--- src/rtl/game_ctrl_np.sv ---
// ============================================================================
// Module  : game_ctrl_np
// Purpose : N-player quiz game sequencer with answer arbitration, internal HP,
//           answer time limit, wrong-answer lockout and game-over detection.
// Rev     : 1.0  initial release
// ============================================================================
`default_nettype none

module game_ctrl_np #(
    parameter int NPLAYER    = 2,
    parameter int HP_W       = 3,
    parameter int HP_INIT    = 3,
    parameter int DAMAGE     = 1,
    parameter int ANS_TICKS  = 10,
    parameter int HOLD_TICKS = 1
) (
    input  logic                                                 CLK,
    input  logic                                                 RST,
    input  logic                                                 TICK,
    input  logic [NPLAYER-1:0]                                   START,
    input  logic                                                 Q_READY,
    input  logic                                                 Q_SHOW,
    input  logic [NPLAYER-1:0]                                   ANS_VALID,
    input  logic [NPLAYER-1:0]                                   ANS_OK,
    output logic [3:0]                                           STATE,
    output logic [((NPLAYER > 1) ? $clog2(NPLAYER) : 1)-1:0]     WHO,
    output logic [NPLAYER*HP_W-1:0]                              HP,
    output logic [NPLAYER-1:0]                                   LOCK,
    output logic [NPLAYER-1:0]                                   ANS_EN,
    output logic [$clog2(ANS_TICKS+1)-1:0]                       TIME_LEFT
);

    localparam int WHO_W  = (NPLAYER > 1) ? $clog2(NPLAYER) : 1;
    localparam int TL_W   = $clog2(ANS_TICKS + 1);
    localparam int HOLD_W = (HOLD_TICKS > 1) ? $clog2(HOLD_TICKS + 1) : 1;

    localparam logic [3:0] c_st_ready    = 4'h2;
    localparam logic [3:0] c_st_question = 4'h3;
    localparam logic [3:0] c_st_input    = 4'h4;
    localparam logic [3:0] c_st_timeout  = 4'h5;
    localparam logic [3:0] c_st_draw     = 4'h6;
    localparam logic [3:0] c_st_wrong    = 4'h7;
    localparam logic [3:0] c_st_hit      = 4'h8;
    localparam logic [3:0] c_st_over     = 4'hA;

    logic [3:0]              state_q, state_d;
    logic [WHO_W-1:0]        who_q, who_d;
    logic [NPLAYER*HP_W-1:0] hp_q, hp_d;
    logic [NPLAYER-1:0]      lock_q, lock_d;
    logic [NPLAYER-1:0]      ans_en_q, ans_en_d;
    logic [TL_W-1:0]         time_q, time_d;
    logic [NPLAYER-1:0]      rdy_q, rdy_d;
    logic [HOLD_W-1:0]       hold_q, hold_d;

    logic [NPLAYER-1:0]      w_valid, w_ok, w_bad, w_new_lock;
    logic [WHO_W-1:0]        w_ok_idx, w_bad_idx, w_alive_idx;
    logic [HP_W-1:0]         w_hp_j;
    int                      w_ok_cnt, w_alive_cnt;

    always_comb begin
        w_valid     = ANS_VALID & ~lock_q;
        w_ok        = w_valid & ANS_OK;
        w_bad       = w_valid & ~ANS_OK;
        w_new_lock  = lock_q | w_bad;
        w_ok_cnt    = 0;
        w_alive_cnt = 0;
        w_ok_idx    = '0;
        w_bad_idx   = '0;
        w_alive_idx = '0;
        w_hp_j      = '0;
        // Descending scan so the lowest set index is the one left behind.
        for (int i = NPLAYER - 1; i >= 0; i--) begin
            if (w_ok[i]) begin
                w_ok_cnt = w_ok_cnt + 1;
                w_ok_idx = WHO_W'(i);
            end
            if (w_bad[i]) begin
                w_bad_idx = WHO_W'(i);
            end
            if (hp_q[i*HP_W +: HP_W] != '0) begin
                w_alive_cnt = w_alive_cnt + 1;
                w_alive_idx = WHO_W'(i);
            end
        end

        state_d = state_q;
        who_d   = who_q;
        hp_d    = hp_q;
        lock_d  = lock_q;
        time_d  = time_q;
        rdy_d   = rdy_q;
        hold_d  = '0;

        case (state_q)
            c_st_ready: begin
                rdy_d = rdy_q | START;
                if ((&rdy_q) && Q_READY) begin
                    state_d = c_st_question;
                    rdy_d   = '0;
                end
            end
            c_st_question: begin
                if (Q_SHOW && Q_READY) begin
                    state_d = c_st_input;
                    time_d  = TL_W'(ANS_TICKS);
                    lock_d  = '0;
                end
            end
            c_st_input: begin
                if (!Q_SHOW) begin
                    state_d = c_st_question;
                end else if (w_ok_cnt == 1) begin
                    state_d = c_st_hit;
                    who_d   = w_ok_idx;
                    // Damage lands on the transition edge, once per hit.
                    for (int j = 0; j < NPLAYER; j++) begin
                        w_hp_j = hp_q[j*HP_W +: HP_W];
                        if (WHO_W'(j) != w_ok_idx && w_hp_j != '0) begin
                            hp_d[j*HP_W +: HP_W] = (int'(w_hp_j) > DAMAGE) ?
                                                   w_hp_j - HP_W'(DAMAGE) : '0;
                        end
                    end
                end else if (w_ok_cnt > 1) begin
                    state_d = c_st_draw;
                end else if (w_bad != '0) begin
                    lock_d  = w_new_lock;
                    who_d   = w_bad_idx;
                    state_d = (&w_new_lock) ? c_st_timeout : c_st_wrong;
                end else if (TICK) begin
                    if (time_q == TL_W'(1)) begin
                        time_d  = '0;
                        state_d = c_st_timeout;
                    end else if (time_q != '0) begin
                        time_d = time_q - TL_W'(1);
                    end
                end
            end
            c_st_wrong, c_st_hit, c_st_draw, c_st_timeout: begin
                hold_d = hold_q;
                if (TICK) begin
                    if (hold_q == HOLD_W'(HOLD_TICKS - 1)) begin
                        hold_d = '0;
                        if (state_q == c_st_wrong) begin
                            state_d = c_st_input;
                        end else if (state_q == c_st_hit && w_alive_cnt <= 1) begin
                            // No survivors keeps the scorer as the winner.
                            state_d = c_st_over;
                            if (w_alive_cnt == 1) begin
                                who_d = w_alive_idx;
                            end
                        end else begin
                            state_d = c_st_ready;
                        end
                    end else begin
                        hold_d = hold_q + HOLD_W'(1);
                    end
                end
            end
            c_st_over: begin
                rdy_d = rdy_q | START;
                if (&rdy_q) begin
                    hp_d    = {NPLAYER{HP_W'(HP_INIT)}};
                    rdy_d   = '0;
                    state_d = c_st_ready;
                end
            end
            default: begin
                state_d = c_st_ready;
            end
        endcase

        ans_en_d = (state_d == c_st_input) ? ~lock_d : '0;
    end

    always_ff @(posedge CLK) begin
        if (RST) begin
            state_q  <= c_st_ready;
            who_q    <= '0;
            hp_q     <= {NPLAYER{HP_W'(HP_INIT)}};
            lock_q   <= '0;
            ans_en_q <= '0;
            time_q   <= TL_W'(ANS_TICKS);
            rdy_q    <= '0;
            hold_q   <= '0;
        end else begin
            state_q  <= state_d;
            who_q    <= who_d;
            hp_q     <= hp_d;
            lock_q   <= lock_d;
            ans_en_q <= ans_en_d;
            time_q   <= time_d;
            rdy_q    <= rdy_d;
            hold_q   <= hold_d;
        end
    end

    assign STATE     = state_q;
    assign WHO       = who_q;
    assign HP        = hp_q;
    assign LOCK      = lock_q;
    assign ANS_EN    = ans_en_q;
    assign TIME_LEFT = time_q;

endmodule

`default_nettype wire

--- config.mk ---
export PLATFORM = sky130hd
export DESIGN_NAME = game_ctrl_np
export DESIGN_NICKNAME = d
export VERILOG_FILES = /design/src/rtl/game_ctrl_np.sv
export SDC_FILE = /design/constraint.sdc
export NUM_CORES = 1
export LEC_CHECK = 0
export ABC_AREA = 1
export ABC_CLOCK_PERIOD_IN_PS = 2600
export BUFFER_PORTS_ARGS = -buffer_cell sky130_fd_sc_hd__buf_2
export CORE_ASPECT_RATIO = 1.25
export CORE_MARGIN = 3
export CORE_UTILIZATION = 55
export DETAILED_ROUTE_END_ITERATION = 16
export GPL_ROUTABILITY_DRIVEN = 0
export GPL_TIMING_DRIVEN = 0
export PLACE_DENSITY = 0.86
export SLEW_MARGIN = 20
export SYNTH_ARGS = -nofsm -noshare
export SYNTH_HDL_FRONTEND = slang
export SYNTH_SLANG_ARGS = --single-unit
--- constraint.sdc ---
create_clock -name CLK -period 2.6 [get_ports CLK]
set_input_delay 0.13 -clock CLK [delete_from_list [all_inputs] [get_ports CLK]]
set_output_delay 0.13 -clock CLK [all_outputs]
set_load 0.1 [all_outputs]
==> results.cfg, run 1 <==
[min_path]
min_path_type = in -> reg
min_to = rdy_q[0]
hp-start = START[0]
min_delay_path_depth = 3

[clocking]
cts_root_buffer = clkbuf_4
cts_sinks = 21
postCtsSetupBuffers = 0
clockBufferDepth = 2
cts_tree = built
clkLatencyLatePin_ns = 0.33
htree_num_levels = 1
cts_resized = 0
cts_inserted_buffers = 3
holdBufCountCts = 0
path_clk_slew_ns = 0.14

[placement]
dp_hpwl_mm = 2.91
dp_cells = 325
io_buffers = 28

[timing]
hold_violations = 0
max_freq_mhz = 482
hold_ws_ns = 0.0360
finalSetupViolCount = 0
max_slew_margin_pct = 67.4
period_share_pct = 79.7
finClkSkew_ns = 0.0171
drv_slew = 0
post-route-min-period_ns = 2.07
finalSetupTns_ns = 0
grt_setup_unrepaired = no
worst_pin_slew_ns = 0.492

[global_routing]
grt_pass1_vias = 1522
overflow = 0
grt_pass1_wl_mm = 6.17
met2_usage_pct = 42.3
grt_max_degree = 13
antenna_found_initial = 0
use_met3_pct = 2.03
gr-usage-met1_pct = 26.1
grt_use_total_pct = 23.1
busiest_layer = met2

[yosys]
mappedNetlistArea_um2 = 1580
synth_seq_area_share_pct = 26.6
yosysWarnings = 0
syn_avg_cell_area_um2 = 6.00
syn_nets = 287
synthDistinctLibCells = 22
ys_ff_latch = 21
syn_inst = 263

[final_layout]
nets = 320
layout_commonest_cell = nand2_1
fin_util_pct = 66.1
final_layout_size_suffix_gt1_share_pct = 14.2
final_cells = 329
mostFrequentLayoutCells = nand2_1, inv_1, nor2_1, buf_2, dfxtp_1
diodes = 0
syn2layout_area_growth_pct = 13.3

[detailed_routing]
drt-initial-drc-count = 52
first_pass_iters = 4
ant_nets = 0
wl_mm = 3.73
wl_per_cell_um = 11.3
num_vias = 1691
drc_errors = 0
routed_via_density = 5.14

[setup_path]
rrSetupSlack_ns = 0.53
required_ns = 2.87
setup.worst_path.class = reg -> reg
r2r_cells = 9
crit_fanout = 6
start_kind = flip-flop
timing.rr.end = TIME_LEFT[3]
critPathCaptureType = flip-flop
cp.arrival_ns = 2.34
rr_startpoint = LOCK[0]

[power]
powerDensity_nw_per_um2 = 339
power.leakage_uw = 0.000980
peakVddDrop_uv = 224

[floorplan]
die_h_um = 65.9
die-area_um2 = 3550
io_pins = 30
die_x_um = 53.9
row_count = 21
initial_core_util_pct = 58.3
core_area_um2 = 2710

[flow_run]
max_cap_violations = 0

[status]
outcome = finished clean
-- layer usage --
| layer | routed length, µm | part of all wire, % |
|---|---|---|
| met1 | 1600 | 43 |
| met2 | 1880 | 50 |
| met3 | 172 | 4.6 |
| met4 | 77 | 2.1 |
| met5 | 0 | 0 |
-- registers in the layout, summed over array words and instances, names as in the netlist --
signal / cells
WHO: 1
ANS_EN: 2
TIME_LEFT: 4
LOCK: 2
STATE: 4
HP: 6
rdy_q: 2
-- stage by stage --
stage / worst slack [ns] / power, µW / instance area (µm²)
6_report: 0.527 / 607 / 1790
3_3_place_gp: 0.638 / 440 / 1760
2_1_floorplan: 0.230 / 414 / 1580
3_5_place_dp: 0.606 / 441 / 1760
5_1_grt: 0.333 / 634 / 1790
4_1_cts: 0.563 / 608 / 1790
-- worst max-delay path, stage by stage (launching register included) --
cell and delay, ns:
dfxtp_1 0.37, nor3_1 0.37, inv_1 0.09, ha_1 0.39, nand3_1 0.09, o21ai_0 0.26
nand3_2 0.18, inv_2 0.10, o21ai_0 0.09, nand2_1 0.08
-- power by group --
group / internal [µW] / switching, µW / total (µW)
registers: 328 / 4.93 / 332
logic: 29.3 / 73.3 / 103
clock network: 57.8 / 114 / 172
-- cell usage after synthesis (all sizes together) --
cell / number / share of area (%)
o211ai: 4 / 1.9
nand2: 72 / 17
o31ai: 1 / 0.48
ha: 13 / 10
nand4: 2 / 0.79
a21oi: 15 / 4.8
o21bai: 1 / 0.48
o21ai: 20 / 6.3
inv: 46 / 11
nor3: 5 / 1.9
nor2: 39 / 10
clkbuf: 2 / 0.48
nand3b: 1 / 0.48
nand3: 20 / 6.7
dfxtp: 21 / 27
xnor2: 1 / 0.55
-- cells by family after synthesis --
family	count (synthesis)	share of synthesized area (%)
flip-flops	21	26.6
adder cells (fa/ha/maj)	13	10.3
AO/OA/AOI/OAI	41	13.9
XOR/XNOR	1	0.555
buffers and inverters	48	11.4
AND/OR/NAND/NOR	139	37.2
-- final cells by class --
class                           count  area [µm²]
Multi-Input combinational cell    194         978
Fill cell                         266         917
Buffer                              2        7.51
Clock buffer                        3        22.5
Inverter                           46         173
Tap cell                           34        42.5
Sequential cell                    21         420
Clock inverter                      1        5.00
Timing Repair Buffer               28         140
-- how the worst max path moves through the flow --
stage	from	to	slack, ns
floorplan	LOCK[1]	TIME_LEFT[3]	0.23
global placement	LOCK[0]	TIME_LEFT[2]	0.64
detailed placement	LOCK[0]	TIME_LEFT[3]	0.61
CTS	LOCK[0]	TIME_LEFT[2]	0.56
global route	LOCK[0]	TIME_LEFT[2]	0.33
finish	LOCK[0]	TIME_LEFT[3]	0.53
(Power assumes the default switching activity.)
==> inputs of run 2 (changes only) <==
ABC_CLOCK_PERIOD_IN_PS = 1780   (was 2600)
CORE_UTILIZATION = 50   (was 55)
PLACE_DENSITY = 0.83   (was 0.86)
clock period = 1.78 ns   (was 2.6 ns; I/O delays follow)
==> run 2 against run 1 <==
Compared with the run above: utilization decreased by 0.50 points; cell area rose by 9.0%; clock skew shrank 0.014 ns; cell count rose by 2.7%; sequential power grew 44%; highest routed layer unchanged; fmax increased by 21%.
==> results.cfg, run 2 (synthesis gave the netlist of run 1 again) <==
[status]
outcome = finished clean

[floorplan]
initial_core_util_pct = 53.1
row_count = 22
die_h_um = 68.8
io_pins = 30
die_x_um = 56.3
core_area_um2 = 2970
die-area_um2 = 3870

[flow_run]
max_cap_violations = 0

[clocking]
path_clk_slew_ns = 0.13
cts_tree = built
cts_root_buffer = clkbuf_4
clockBufferDepth = 2
clkLatencyLatePin_ns = 0.32
cts_inserted_buffers = 3
holdBufCountCts = 0
htree_num_levels = 1
cts_sinks = 21

[setup_path]
slowest_stage = dfxtp_4
cp.arrival_ns = 1.94
start_kind = flip-flop
path_cells = nor3_4, inv_2, ha_4, buf_4, nand2_2, nor2_1, nand2_1, nand2_1, nor2_1, nand2_1, nor2_1
max_stage_delay_ns = 0.37
required_ns = 2.01
setup.worst_path.class = reg -> reg
crit_fanout = 4
critPathCaptureType = flip-flop
rrSetupSlack_ns = 0.07

[timing]
finClkSkew_ns = 0.00332
finalSetupTns_ns = 0
max_freq_mhz = 584
worst_pin_slew_ns = 0.492
finalSetupViolCount = 0
max_slew_margin_pct = 67.4
post-route-min-period_ns = 1.71
period_share_pct = 96.2
drv_slew = 0
hold_violations = 0

[final_layout]
nets = 327
fin_util_pct = 65.6
layout_commonest_cell = nand2_1
largest_reg_flops = 6
mostFrequentLayoutCells = nand2_1, inv_1, nor2_1, buf_2
n_fill_cell = 288
diodes = 0
final_layout_size_suffix_gt1_share_pct = 26.5
syn2layout_area_growth_pct = 23.5

[placement]
io_buffers = 28
dp_hpwl_mm = 3.01

[detailed_routing]
wl_per_cell_um = 11.6
drc_errors = 0
ant_nets = 0
routed_via_density = 5.15
routed.top_layer = met4
drt-initial-drc-count = 71
num_vias = 1741
met1Wirelength_mm = 1.67
wl_mm = 3.92
wl_met3_um = 219
first_pass_iters = 4
dr_wl_met2_mm = 1.96

[power]
power.leakage_uw = 0.00101
peakVddDrop_uv = 349
powerDensity_nw_per_um2 = 457

[global_routing]
grt_max_degree = 13
grt_pass1_wl_mm = 6.62
antenna_found_initial = 0
grt_use_total_pct = 21.6
overflow = 0
grt_pass1_vias = 1609

[min_path]
min_path_type = in -> reg
-- run 2: where the power goes --
| part | leakage [µW] | internal, µW | switching, µW |
|---|---|---|---|
| logic | 0.000817 | 54.8 | 114 |
| clock network | 0.0000177 | 84.2 | 161 |
| registers | 0.000174 | 470 | 6.99 |
| total | 0.00101 | 609 | 282 |
-- run 2: final cells by class --
type | count | area, µm² | area share, %
Buffer | 2 | 7.51 | 0.385
Clock buffer | 3 | 22.5 | 1.15
Tap cell | 36 | 45.0 | 2.31
Inverter | 46 | 178 | 9.11
Timing Repair Buffer | 35 | 193 | 9.88
Sequential cell | 21 | 455 | 23.3
Clock inverter | 1 | 5.00 | 0.257
Multi-Input combinational cell | 194 | 1040 | 53.6
-- run 2: worst max-delay path: cells and delay by family (launching register included) --
kind / cells / cell delay [ns]
fa+ha+maj: 1 / 0.29
buf+inv: 2 / 0.20
flops: 1 / 0.37
simple gates: 8 / 0.76
-- run 2: what timing repair did --
| action | CTS | global route |
|---|---|---|
| setup endpoints to repair | 14 | 16 |
| pin swaps | 1 | 10 |
| resized for setup | 5 | 14 |
| buffers inserted | 1 | 6 |
-- run 2: metal layers --
layer  vias up  global-route usage [%]
met1       770                    23.4
li1        912                       -
met5         -                       0
met4         0                    9.20
met3         7                    2.98
met2        52                    42.0
-- run 2: per-stage QoR --
step                hold slack, ns  instance area (µm²)  cells  power, µW  worst slack (ns)
floorplan                    0.246                 1630    263        599           0.00728
global placement             0.341                 1810    327        635           -0.0959
detailed placement           0.347                 1810    327        638            -0.207
CTS                        0.00566                 1870    332        894           0.00767
global route                0.0397                 1950    338        929           -0.0235
finish                     0.00996                 1950    338        891            0.0669
-- run 2: worst paths after layout --
path                 from           end  depth (start not counted)
max               LOCK[0]     ANS_EN[0]                         11
min reg2reg  TIME_LEFT[3]  TIME_LEFT[3]                          2
max reg2reg       LOCK[0]     ANS_EN[0]                         11
min              START[1]      rdy_q[1]                          3
==> inputs of run 3 (changes only) <==
CELL_PAD_IN_SITES_DETAIL_PLACEMENT = 0   (was unset)
CELL_PAD_IN_SITES_GLOBAL_PLACEMENT = 1   (was unset)
CORE_UTILIZATION = 34   (was 50)
==> run 3 against run 2 <==
Compared with the run above: critical path depth is 2 lower; clock-buffer cell count is the same; worst setup slack improved by 0.018 ns; die area grew 42%; utilization fell by 20 points; clock power up 36%; combinational power rose by 5%; sequential share of layout area is 0.85 points lower; clock skew grew 0.0049 ns; total power up 11%; non-clock buffer count is 4 lower; first-iteration DRC count decreased by 1.4%; critical path type unchanged; critical endpoint is now TIME_LEFT[2].
==> results.cfg, run 3 (synthesis gave the netlist of run 1 again) <==
[status]
outcome = finished clean

[clocking]
cts_root_buffer = clkbuf_8
clkLatencyLatePin_ns = 0.27
holdBufCountCts = 0
htree_num_levels = 1
cts_tree = built
cts_sinks = 21
clockBufferDepth = 2
path_clk_slew_ns = 0.08
cts_inserted_buffers = 3

[final_layout]
layout_commonest_cell = nand2_1
largest_reg_flops = 6
mostFrequentLayoutCells = nand2_1, inv_1, nor2_1, buf_2, o21ai_0
design_area_um2 = 2020
final_cells = 356
multiInputGateArea_um2 = 1100
nets = 323
syn2layout_area_growth_pct = 28.2
diodes = 0
fin_util_pct = 45.4
seq_area_um2 = 455
n_fill_cell = 514
final_layout_size_suffix_gt1_share_pct = 29.5

[global_routing]
overflow = 0
antenna_found_initial = 0
grt_pass1_wl_mm = 6.96
grt_pass1_vias = 1613
grt_max_degree = 13
grt_use_total_pct = 16.5

[min_path]
min_delay_path_depth = 3
min_path_type = in -> reg

[flow_run]
max_cap_violations = 0

[setup_path]
required_ns = 1.98
rrSetupSlack_ns = 0.09
crit_fanout = 6
cp.arrival_ns = 1.89
setup.worst_path.class = reg -> reg
start_kind = flip-flop
r2r_cells = 9
critPathCaptureType = flip-flop

[timing]
max_freq_mhz = 590
hold_violations = 0
finalSetupTns_ns = 0
post-route-min-period_ns = 1.69
drv_slew = 0
finalSetupViolCount = 0
finClkSkew_ns = 0.00818
max_slew_margin_pct = 64.3
grt_setup_unrepaired = yes
period_share_pct = 95.2
worst_pin_slew_ns = 0.535

[placement]
dp_hpwl_mm = 3.25
io_buffers = 28
placed_area_um2 = 1840
dp_cells = 349

[floorplan]
row_count = 27
die_h_um = 82.2
io_pins = 30
die_x_um = 67.0
initial_core_util_pct = 35.4
core_area_um2 = 4460
die-area_um2 = 5500

[detailed_routing]
ant_nets = 0
first_pass_iters = 5
num_vias = 1680
wl_mm = 4.18
routed_via_density = 4.72
drc_errors = 0
wl_per_cell_um = 11.7
drt-initial-drc-count = 70

[power]
peakVddDrop_uv = 290
powerDensity_nw_per_um2 = 487
power.total_uw = 987
power.leakage_uw = 0.00101
==> run 3: changes by cell type in the layout (fill, tap and decap cells not counted), moves of 3 or more <==
cell	change
clkbuf_8	+3
nand2_2	+3
nand3_1	-3
inv_2	+3
nand2_1	-5
buf_4	-4
inv_1	-3
clkbuf_4	-3
==> run 3: layout make-up <==
| class | count | share of cell area [%] |
|---|---|---|
| Clock buffer | 3 | 2.04 |
| Timing Repair Buffer | 31 | 8.03 |
| Clock inverter | 1 | 0.247 |
| Multi-Input combinational cell | 194 | 54.5 |
| Tap cell | 58 | 3.58 |
| Sequential cell | 21 | 22.5 |
| Buffer | 2 | 0.371 |
| Inverter | 46 | 8.78 |
==> run 3: where the power goes <==
part | leakage, µW | internal [µW] | switching (µW)
clock | 0.0000255 | 157 | 176
combinational | 0.000813 | 55.7 | 121
sequential | 0.000174 | 469 | 7.69
total | 0.00101 | 682 | 305
==> run 3: what timing repair did <==
action | 4_1_cts | 5_1_grt
pin swaps | 1 | 13
endpoints found under the setup margin | 13 | 14
cloned | 0 | 0
resized for setup | 6 | 32
buffers inserted | 0 | 3
==> run 3: path summary, 6_finish.rpt <==
check,startpoint,endpoint
setup / recovery,LOCK[0],TIME_LEFT[2]
hold / removal,START[0],rdy_q[0]
setup reg to reg,LOCK[0],TIME_LEFT[2]
hold reg to reg,WHO,WHO
==> run 3: per-stage QoR <==
stage               hold WS [ns]  setup WS [ns]
detailed placement         0.347         -0.154
global route              0.0801        -0.0226
floorplan                  0.246        0.00728
finish                    0.0679         0.0853
global placement           0.338         -0.164
CTS                       0.0666       0.000591
==> run 3: routing by layer <==
| metal | GRT usage, % | up-vias | part of all wire [%] |
|---|---|---|---|
| met5 | 0 | - | 0 |
| met4 | 7.71 | 0 | 2.2 |
| met3 | 3.65 | 9 | 4.3 |
| met2 | 29.0 | 34 | 47 |
| met1 | 18.7 | 740 | 46 |
| li1 | - | 897 | - |
==> run 3: critical path: stages, from the launching register on <==
cell,delay (ns)
dfxtp_4,0.37
nor3_4,0.23
inv_2,0.07
ha_4,0.31
nand3_2,0.10
o21ai_4,0.17
nand3_4,0.12
inv_2,0.09
nand2_1,0.06
a21oi_2,0.11
